File: config.mk
export PLATFORM = sky130hd
export DESIGN_NAME = sram_strobe_ctrl
export DESIGN_NICKNAME = d
export VERILOG_FILES = /design/src/rtl/sram_strobe_ctrl.sv
export SDC_FILE = /design/constraint.sdc
export NUM_CORES = 1
export LEC_CHECK = 0
export BUFFER_PORTS_ARGS = -buffer_cell sky130_fd_sc_hd__buf_2
export CAP_MARGIN = 20
export CORE_UTILIZATION = 51
export CTS_CLUSTER_SIZE = 14
export DETAILED_ROUTE_END_ITERATION = 7
export GPL_TIMING_DRIVEN = 0
export PLACE_DENSITY_LB_ADDON = 0.08
export SYNTH_ARGS = -nofsm -noshare
export SYNTH_HDL_FRONTEND = slang
export SYNTH_SLANG_ARGS = --single-unit
File: constraint.sdc
create_clock -name clk -period 4.3 [get_ports clk]
set_input_delay 0.86 -clock clk [delete_from_list [all_inputs] [get_ports clk]]
set_output_delay 0.86 -clock clk [all_outputs]
set_load 0.02 [all_outputs]
File: src/rtl/sram_strobe_ctrl.sv
// rtl/sram_strobe_ctrl.sv - req/ack to registered async-SRAM strobe sequencer
// Optional post-reset zero-fill engine is built when SRAM_CLEAR_EN is defined.
module sram_strobe_ctrl #(
  parameter int DATA_BITS   = 8,
  parameter int ADDR_BITS   = 11,
  parameter int WAIT_CYCLES = 2
) (
  input  logic                 clk,
  input  logic                 reset,
  input  logic                 req,
  input  logic                 we,
  input  logic [ADDR_BITS-1:0] addr,
  input  logic [DATA_BITS-1:0] wdata,
  output logic                 busy,
  output logic                 ack,
  output logic [DATA_BITS-1:0] rdata,
  output logic                 clr_done,
  output logic [ADDR_BITS-1:0] sram_addr,
  output logic [DATA_BITS-1:0] sram_din,
  output logic                 sram_nwe,
  output logic                 sram_nen,
  input  logic [DATA_BITS-1:0] sram_dout
);

  typedef enum logic [2:0] {CLEAR, IDLE, SETUP, STROBE, HOLD, DONE} state_t;

  localparam logic [3:0] CNT_LOAD = 4'(WAIT_CYCLES - 1);

`ifdef SRAM_CLEAR_EN
  localparam state_t RST_STATE = CLEAR;
  localparam logic   RST_WE    = 1'b1;
`else
  localparam state_t RST_STATE = IDLE;
  localparam logic   RST_WE    = 1'b0;
`endif

  state_t               state_q, state_d;
  logic [3:0]           cnt_q, cnt_d;
  logic                 we_q, we_d;
  logic [ADDR_BITS-1:0] sram_addr_q, sram_addr_d;
  logic [DATA_BITS-1:0] sram_din_q, sram_din_d;
  logic [DATA_BITS-1:0] rdata_q, rdata_d;
  logic                 sram_nwe_q, sram_nwe_d;
  logic                 sram_nen_q, sram_nen_d;
  logic                 ack_q, ack_d;
`ifdef SRAM_CLEAR_EN
  logic                 clr_active_q, clr_active_d;
  logic                 clr_done_q, clr_done_d;
`endif

  always_comb begin
    state_d     = state_q;
    cnt_d       = cnt_q;
    we_d        = we_q;
    sram_addr_d = sram_addr_q;
    sram_din_d  = sram_din_q;
    rdata_d     = rdata_q;
`ifdef SRAM_CLEAR_EN
    clr_active_d = clr_active_q;
    clr_done_d   = clr_done_q;
`endif
    case (state_q)
`ifdef SRAM_CLEAR_EN
      // Address 0 and zero data are already on the bus from reset, so this
      // cycle doubles as the first SETUP.
      CLEAR: begin
        state_d = STROBE;
        cnt_d   = CNT_LOAD;
      end
`endif
      IDLE: begin
        if (req) begin
          state_d     = SETUP;
          we_d        = we;
          sram_addr_d = addr;
          sram_din_d  = wdata;
        end
      end
      SETUP: begin
        state_d = STROBE;
        cnt_d   = CNT_LOAD;
      end
      STROBE: begin
        if (cnt_q == 4'd0) begin
          state_d = HOLD;
          if (!we_q) rdata_d = sram_dout;
        end else begin
          cnt_d = cnt_q - 4'd1;
        end
      end
      HOLD: begin
        state_d = DONE;
`ifdef SRAM_CLEAR_EN
        if (clr_active_q) begin
          if (&sram_addr_q) begin
            state_d      = IDLE;
            clr_active_d = 1'b0;
            clr_done_d   = 1'b1;
          end else begin
            state_d     = SETUP;
            sram_addr_d = sram_addr_q + ADDR_BITS'(1);
          end
        end
`endif
      end
      DONE:    state_d = IDLE;
      default: state_d = IDLE;
    endcase

    // Strobes are decoded from the next state so every SRAM pin is a flop.
    sram_nen_d = !((state_d == SETUP) || (state_d == STROBE) || (state_d == HOLD));
    sram_nwe_d = !((state_d == STROBE) && we_d);
    ack_d      = (state_d == DONE);
  end

  always_ff @(posedge clk or posedge reset) begin
    if (reset) begin
      state_q     <= RST_STATE;
      cnt_q       <= 4'd0;
      we_q        <= RST_WE;
      sram_addr_q <= '0;
      sram_din_q  <= '0;
      rdata_q     <= '0;
      sram_nwe_q  <= 1'b1;
      sram_nen_q  <= 1'b1;
      ack_q       <= 1'b0;
    end else begin
      state_q     <= state_d;
      cnt_q       <= cnt_d;
      we_q        <= we_d;
      sram_addr_q <= sram_addr_d;
      sram_din_q  <= sram_din_d;
      rdata_q     <= rdata_d;
      sram_nwe_q  <= sram_nwe_d;
      sram_nen_q  <= sram_nen_d;
      ack_q       <= ack_d;
    end
  end

`ifdef SRAM_CLEAR_EN
  always_ff @(posedge clk or posedge reset) begin
    if (reset) begin
      clr_active_q <= 1'b1;
      clr_done_q   <= 1'b0;
    end else begin
      clr_active_q <= clr_active_d;
      clr_done_q   <= clr_done_d;
    end
  end

  assign clr_done = clr_done_q;
`else
  assign clr_done = 1'b1;
`endif

  assign busy      = (state_q != IDLE);
  assign ack       = ack_q;
  assign rdata     = rdata_q;
  assign sram_addr = sram_addr_q;
  assign sram_din  = sram_din_q;
  assign sram_nwe  = sram_nwe_q;
  assign sram_nen  = sram_nen_q;

endmodule

==> out/qor.txt, run 1 <==
CP max FO = 9
synth top area cells = dfrtp_1, mux2_2, mux2_4, dfstp_2, ha_1
Synth top area share = 0.549
Detail Placement HPWL = 2.05 mm
skew final = 0.00861 ns
Critical Path AT = 1.44 ns
status = finished, violations left
period utilization = 0.536
Final TNS setup = 0 ns
Cells after Synth = 109
Die X-Extent = 57.9 um
grt ovf = 0
Yosys top cell by area = dfrtp_1
I/O pin total = 63
critical path depth = 4
Post-Syn Nets = 142
GP Congestion = 0.643
Die Y = 57.9 um
HP Class = reg2reg
routed vias = 1070
Top Usage Layer GRT = met2
RSZ-0062 raised after global routing = no
row cnt = 19
buffers plus inverters on the worst setup path = 2
DIE AREA = 0.00335 mm^2
post-synthesis sequential area ratio = 0.599
Startpoint Class = register
total CTS buffers = 5
Power Total = 1.58 mW
Syn-to-layout area delta = 26.5%
r2r setup slk = 2.45 ns
GRT Util Overall = 0.172
final wirelength = 2.68 mm
first-pass GRT wire length = 4.33 mm
Routed Antenna Nets = 0
Distinct cells, synth = 30
filler instances = 220
mean post-synth cell area = 14.6 um^2
CTS Hold Bufs = 0
Setup CP Type = reg2out
maximum number of pins on one net before global-route repair = 23
cell type group with the largest total delay on the critical path = flip-flops
worst flop-to-flop path startpoint = state_q[0]
max_cap viols = 0
# port buffers = 61
Relative slew margins = 0.540
hold slack = 0.432 ns
Synth Cell Area = 0.00159 mm^2
Slew @ Worst Pin = 0.689 ns
clk buf depth = 2
met1 Use GR = 0.203
failing checks = DRC
layout cell share with drive strength beyond 1 = 0.627
CP startpoint = state_q[0]
vias in the first global route = 1019
1st-iter DRT viols = 26
DR WL/cell = 12.9 um
routed vias/inst = 5.14
post-route minimum period = 2.30 ns
Pleak = 1.03 nW
worst-skew pair later-pin latency = 0.33 ns
crit-path cells = buf_4 > and2b_1 > nand2b_1 > buf_2
Slew Viols, Final = 0
commonest non-fill, non-tap cell in the layout = buf_2
max incr delay on CP = 0.53 ns
Initial Utilization = 0.559
Setup Fix Bufs, Post-CTS = 0
CTS tree = done
pwr/cell area = 784 mW/mm^2
met2 Usage GRT = 0.307
M3 GR Usage = 0.0469
YS warnings = 0
post-layout util = 0.707
Synth Register Bits = 38
count of final setup violators = 0
clock sinks = 38
worst setup path end = busy
worst slack at placement = 2.36 ns
H-tree levels = 2
drt drc = 5
clock-pin slew of the registers on the worst-case setup and hold paths = 0.10 ns
Hold Violations, Final = 0
reg2reg path depth = 5
commonest non-fill, non-tap cells in the layout = buf_2, dfrtp_1, mux2_2, mux2_4, clkbuf_4
CP Capture Type = primary output
initial antenna violation count = 0
r2r endpoint = sram_addr[6]
Total Nets Final = 211
1st-pass router iterations = 6
crit path max-delay cell type = dfstp_2
Max VDD drop = 450 uV
Antenna Cells = 0
Req. time, crit path = 3.44 ns
fmax = 434 MHz
final worst slack = 2.00 ns
CTS Root Cell = clkbuf_4
post-CTS sizing = 0
area of the core = 0.00285 mm^2
worst min-delay path by stage:
| stage | to | slack [ns] | cells past startpoint | start |
|---|---|---|---|---|
| 6_report | sram_nwe | 0.43 | 1 | we_q |
| 3_5_place_dp | sram_nwe | 0.43 | 1 | we_q |
| 4_1_cts | sram_nwe | 0.45 | 1 | we_q |
| 3_3_place_gp | sram_nwe | 0.40 | 1 | we_q |
| 2_1_floorplan | sram_nwe | 0.38 | 1 | we_q |
| 5_1_grt | sram_nwe | 0.46 | 1 | we_q |
per-layer routing:
| metal | wire length, um | up-vias |
|---|---|---|
| met2 | 1330 | 45 |
| met3 | 182 | 5 |
| li1 | - | 515 |
| met1 | 1140 | 505 |
| met4 | 29 | 0 |
| met5 | 0 | - |
final cells by class:
class	count	area, um^2	share of cell area
well taps	31	38.8	0.0192
plain buffers	6	41.3	0.0205
multi-input cells	62	587	0.291
flip-flops and latches	38	955	0.473
repair buffers	62	333	0.165
inverters	3	11.3	0.00558
clock buffers	6	51.3	0.0254
Yosys cell counts:
cell type,instances
dfrtp_1,35
mux2_2,22
mux2_4,8
dfstp_2,3
inv_1,3
nand2_1,3
nand2b_1,3
nand3_1,3
o21ai_0,3
buf_2,2
buf_4,2
ha_1,2
nor3b_1,2
or2_2,2
a21oi_1,1
a31o_2,1
and2b_1,1
and3b_1,1
and4bb_1,1
buf_6,1
clkbuf_2,1
conb_1,1
nand3b_1,1
nor2_1,1
nor2b_1,1
o31a_1,1
o31ai_1,1
or3b_1,1
or4_1,1
or4b_2,1
power breakdown:
group	internal [mW]	leakage (nW)	switching, mW
Sequential	0.538	0.450	0.0846
Combinational	0.371	0.547	0.412
Clock	0.0737	0.0302	0.101
Total	0.983	1.03	0.598
flip-flops by register name, summed over array words and instances, names as in the netlist:
name and flops:
ack 1, cnt_q 4, rdata 8, sram_addr 11, sram_din 8, sram_nen 1
sram_nwe 1, state_q 3, we_q 1
worst reg2reg max path, stage by stage (launching register included):
cell	delay, ns
dfstp_2	0.53
buf_4	0.14
and2b_1	0.21
and3b_1	0.24
buf_2	0.26
mux2_2	0.37
metrics by stage:
| step | cell area (um^2) | std cells |
|---|---|---|
| after floorplan | 1590 | 109 |
| after global placement | 1940 | 201 |
| after detailed placement | 1970 | 202 |
| after CTS | 2020 | 208 |
| after global routing | 2020 | 208 |
| final | 2020 | 208 |
cell families after synthesis:
| logic type | Yosys count | share of synthesized area |
|---|---|---|
| adder cells (fa/ha/maj) | 2 | 0.0157 |
| other | 1 | 0.00235 |
| AO/OA/AOI/OAI | 7 | 0.0283 |
| multiplexers | 30 | 0.231 |
| buffers and inverters | 9 | 0.0330 |
| AND/OR/NAND/NOR | 22 | 0.0911 |
| flip-flops | 38 | 0.599 |
(Power assumes the default switching activity.)
==> run 2, diff against run 1 <==
--- a/config.mk
+++ b/config.mk
@@ -7,7 +7,7 @@
 export LEC_CHECK = 0
 export BUFFER_PORTS_ARGS = -buffer_cell sky130_fd_sc_hd__buf_2
 export CAP_MARGIN = 20
-export CORE_UTILIZATION = 51
+export CORE_UTILIZATION = 43
 export CTS_CLUSTER_SIZE = 14
 export DETAILED_ROUTE_END_ITERATION = 7
 export GPL_TIMING_DRIVEN = 0
==> constraint.sdc (replaced) <==
create_clock -name clk -period 2.05 [get_ports clk]
set_input_delay 0.41 -clock clk [delete_from_list [all_inputs] [get_ports clk]]
set_output_delay 0.41 -clock clk [all_outputs]
set_load 0.02 [all_outputs]
==> run 2 against run 1 <==
The flow now finishes without violations; final cell count increased by 8.2%; count of clock-buffer cells in the layout down 1; clock skew is 0.0037 ns lower; die area up 18%; clock power rose to 3.5 times the previous value; register-to-register slack worse by 2.3 ns; combinational power increased by 110%; critical path depth up 2; via count is 2.5% higher; critical path type is now reg2reg; critical endpoint is now rdata[5].
==> out/qor.txt, run 2 (same netlist as run 1, synthesis figures left out) <==
status = finished, final reports clean
initial antenna violation count = 0
DIE AREA = 0.00395 mm^2
Final TNS setup = 0 ns
Slew @ Worst Pin = 0.931 ns
Non-Filler Instances = 225
max incr delay on CP = 0.40 ns
clock-pin slew of the registers on the worst-case setup and hold paths = 0.07 ns
Die Y = 62.9 um
met1 Use GR = 0.197
row cnt = 21
RSZ-0062 raised after global routing = no
first-pass GRT wire length = 5.31 mm
Initial Utilization = 0.463
met2 Usage GRT = 0.306
total CTS buffers = 5
Startpoint Class = register
skew final = 0.00491 ns
period utilization = 0.923
routed vias/inst = 4.88
max FFs per register = 11
Req. time, crit path = 2.22 ns
Clock Power Share = 0.170
1st-iter DRT viols = 29
commonest non-fill, non-tap cells in the layout = buf_2, dfrtp_1, mux2_2, mux2_4, clkbuf_8
post-layout util = 0.608
DR WL/cell = 13.2 um
# port buffers = 61
GRT Util Overall = 0.177
Total Nets Final = 211
worst-skew pair later-pin latency = 0.29 ns
placed cell count = 217
M3 GR Usage = 0.0584
Flop pwr share = 0.368
Top Usage Layer GRT = met2
Detail Placement HPWL = 2.29 mm
clk buf depth = 2
Psw = 1.31 mW
I/O pin total = 63
Max VDD drop = 692 uV
H-tree levels = 2
Pleak = 1.05 nW
max_cap viols = 0
GP Congestion = 0.685
CTS tree = done
routed vias = 1097
pwr/cell area = 1710 mW/mm^2
clock sinks = 38
Critical Path AT = 2.06 ns
Relative slew margins = 0.379
1st-pass router iterations = 2
HP Class = in2async
combinational group share of total power = 0.462
CP Capture Type = register
layout cell share with drive strength beyond 1 = 0.631
grt ovf = 0
Die X-Extent = 62.9 um
post-CTS sizing = 0
commonest non-fill, non-tap cell in the layout = buf_2
Setup Fix Bufs, Post-CTS = 0
CTS Hold Bufs = 0
Antenna Cells = 0
maximum number of pins on one net before global-route repair = 24
Routed Antenna Nets = 0
drt drc = 0
switching share of power = 0.366
area of the core = 0.00344 mm^2
count of final setup violators = 0
vias in the first global route = 1155
filler instances = 290
reg2reg path depth = 6
post-route minimum period = 1.89 ns
CP max FO = 8
fmax = 528 MHz
final wirelength = 2.97 mm
Setup CP Type = reg2reg
Hold Violations, Final = 0
crit path max-delay cell type = dfrtp_1
Internal Power = 2.27 mW
crit-path cells = inv_1 > ha_1 > and4bb_1 > or3b_1 > buf_6 > mux2_4
Syn-to-layout area delta = 31.3%
CTS Root Cell = clkbuf_8
Slew Viols, Final = 0
[run 2: changes by cell type in the layout (fill, tap and decap cells not counted)]
cell and delta:
clkinv_2 +2, bufinv_16 +1, clkbuf_4 -5, clkbuf_8 +4
[run 2: power by group through the flow]
stage,registers [mW],clock network (mW),logic [mW]
finish,1.32,0.609,1.65
global route,1.38,0.666,1.79
CTS,1.33,0.637,1.68
detailed placement,1.34,0,1.68
global placement,1.31,0,1.62
floorplan,1.68,0,0.816
[run 2: per-stage QoR]
| step | hold slack, ns | instance area (um^2) | total power [mW] | worst slack (ns) |
|---|---|---|---|---|
| 6_report | 0.325 | 2090 | 3.58 | 0.157 |
| 5_1_grt | 0.339 | 2090 | 3.84 | 0.0668 |
| 4_1_cts | 0.336 | 2090 | 3.64 | 0.144 |
| 3_5_place_dp | 0.415 | 1980 | 3.01 | 0.180 |
| 3_3_place_gp | 0.405 | 1960 | 2.93 | 0.230 |
| 2_1_floorplan | 0.384 | 1590 | 2.50 | 0.315 |
[run 2: per-layer routing]
metal,wire length (um),part of all wire,up-vias
met5,0,0,-
met4,51,0.017,0
met3,151,0.051,7
met2,1560,0.53,34
met1,1210,0.41,542
li1,-,-,514
[run 2: path summary, 6_finish.rpt]
kind / start / slack, ns / endpoint
max: cnt_q[0] / 0.16 / rdata[5]
min: reset / 0.32 / sram_addr[5]
max reg2reg: cnt_q[0] / 0.16 / rdata[5]
min reg2reg: we_q / 0.42 / sram_nwe
max in group asynchronous: reset / 1.06 / state_q[0]
min in group clk: addr[2] / 0.35 / sram_addr[2]
[run 2: area by class of cell]
cell class / instances / area, um^2 / share of cell area
Sequential cell: 38 / 955 / 0.456
Multi-Input combinational cell: 62 / 587 / 0.280
Timing Repair Buffer: 62 / 333 / 0.159
Clock buffer: 5 / 68.8 / 0.0329
Tap cell: 46 / 57.6 / 0.0275
Buffer: 6 / 41.3 / 0.0197
Clock inverter: 3 / 40.0 / 0.0191
Inverter: 3 / 11.3 / 0.00538
[run 2: critical path: cells and delay by family (launching register included)]
kind | cells | cell delay, ns
adders and majority gates | 1 | 0.19
muxes | 1 | 0.30
and+or+nand+nor | 2 | 0.60
buffers and inverters | 2 | 0.28
DFF | 1 | 0.40
==> run 3, diff against run 2 <==
--- a/config.mk
+++ b/config.mk
@@ -7,7 +7,8 @@
 export LEC_CHECK = 0
 export BUFFER_PORTS_ARGS = -buffer_cell sky130_fd_sc_hd__buf_2
 export CAP_MARGIN = 20
-export CORE_UTILIZATION = 43
+export CORE_UTILIZATION = 45
+export CTS_BUF_LIST = sky130_fd_sc_hd__clkbuf_4 sky130_fd_sc_hd__clkbuf_8
 export CTS_CLUSTER_SIZE = 14
 export DETAILED_ROUTE_END_ITERATION = 7
 export GPL_TIMING_DRIVEN = 0
==> run 3 against run 2 <==
Combinational power about the same; die area decreased by 4.3%; final area is 2.2% lower; sequential power about the same; via count down 1.5%; maximum frequency rose by 1.8%; critical path depth fell by 2; critical path type is now reg2out; largest cell class unchanged.
==> out/qor.txt, run 3 (same netlist as run 1, synthesis figures left out) <==
status = finished, final reports clean
drt drc = 0
maximum number of pins on one net before global-route repair = 24
Antenna Cells = 0
Pleak = 1.04 nW
Internal Power = 2.09 mW
row cnt = 21
Routed Antenna Nets = 0
Initial Utilization = 0.474
Flop pwr share = 0.389
first-pass GRT wire length = 3.98 mm
Syn-to-layout area delta = 28.5%
worst flop-to-flop path startpoint = cnt_q[0]
Slew @ Worst Pin = 0.654 ns
Die X-Extent = 61.5 um
Final TNS setup = 0 ns
layout cell share with drive strength beyond 1 = 0.631
pwr/cell area = 1640 mW/mm^2
area of the core = 0.00336 mm^2
max FFs per register = 11
count of final setup violators = 0
final worst slack = 0.191 ns
Req. time, crit path = 1.64 ns
CTS Root Cell = clkbuf_4
Critical Path AT = 1.45 ns
Psw = 1.27 mW
clock-pin slew of the registers on the worst-case setup and hold paths = 0.11 ns
Setup CP Type = reg2out
post-route cell area = 0.00205 mm^2
CTS Hold Bufs = 0
r2r endpoint = rdata[1]
I/O pin total = 63
commonest non-fill, non-tap cell in the layout = buf_2
Max VDD drop = 744 uV
fmax = 538 MHz
Non-Filler Instances = 225
Relative slew margins = 0.563
GP Congestion = 0.707
clock sinks = 38
skew final = 0.00588 ns
routed vias = 1080
clk buf depth = 2
Die Y = 61.5 um
reg2reg path depth = 6
routed vias/inst = 4.80
Detail Placement HPWL = 2.04 mm
Clock Power Share = 0.121
max_cap viols = 0
initial antenna violation count = 0
placed cell count = 217
DIE AREA = 0.00378 mm^2
HP Class = in2async
combinational group share of total power = 0.490
Startpoint Class = register
1st-pass router iterations = 2
worst-skew pair later-pin latency = 0.34 ns
CTS tree = done
worst slack at placement = 0.217 ns
commonest non-fill, non-tap cells in the layout = buf_2, dfrtp_1, mux2_2, mux2_4, clkbuf_4
1st-iter DRT viols = 31
Hold Violations, Final = 0
post-route minimum period = 1.86 ns
switching share of power = 0.379
total CTS buffers = 5
placed instance area = 0.00198 mm^2
Power Total = 3.36 mW
DR WL/cell = 12.3 um
Setup Fix Bufs, Post-CTS = 0
H-tree levels = 2
final wirelength = 2.76 mm
period utilization = 0.907
RSZ-0062 raised after global routing = no
CP max FO = 9
Slew Viols, Final = 0
# port buffers = 61
post-CTS sizing = 0
r2r setup slk = 0.19 ns
vias in the first global route = 918
hold slack = 0.140 ns
post-layout util = 0.609
GRT Util Overall = 0.151
grt ovf = 0
CP Capture Type = primary output
Total Nets Final = 211
run 3: power groups by stage:
stage               combinational [mW]  sequential (mW)  clock, mW
floorplan                        0.816             1.68          0
global placement                  1.62             1.30          0
detailed placement                1.66             1.32          0
CTS                               1.67             1.31      0.427
global route                      1.80             1.36      0.454
finish                            1.65             1.31      0.407
run 3: cell type report:
class | instances | area (um^2)
inverter | 3 | 11.3
clock inverter | 1 | 5.00
tap | 46 | 57.6
clock buffer | 7 | 58.8
sequential | 38 | 955
buffer | 6 | 41.3
fill | 298 | 1320
timing repair buffer | 62 | 333
multi-input combinational | 62 | 587
run 3: per-layer routing:
metal  track usage  share of wire  up-vias
li1              -              -      515
met3        0.0672          0.078        6
met1         0.177           0.42      517
met5             0              0        -
met4        0.0762          0.017        0
met2         0.235           0.48       42
run 3: how the worst max path moves through the flow:
stage,start,end
after global routing,state_q[0],busy
after floorplan,state_q[0],rdata[0]
final,state_q[0],busy
after global placement,state_q[0],sram_din[1]
after detailed placement,state_q[0],sram_addr[4]
after CTS,state_q[0],busy
run 3: worst max-delay path, stage by stage, from the launching register on:
cell,delay [ns]
dfstp_2,0.53
buf_4,0.14
and2b_1,0.20
nand2b_1,0.08
buf_2,0.16
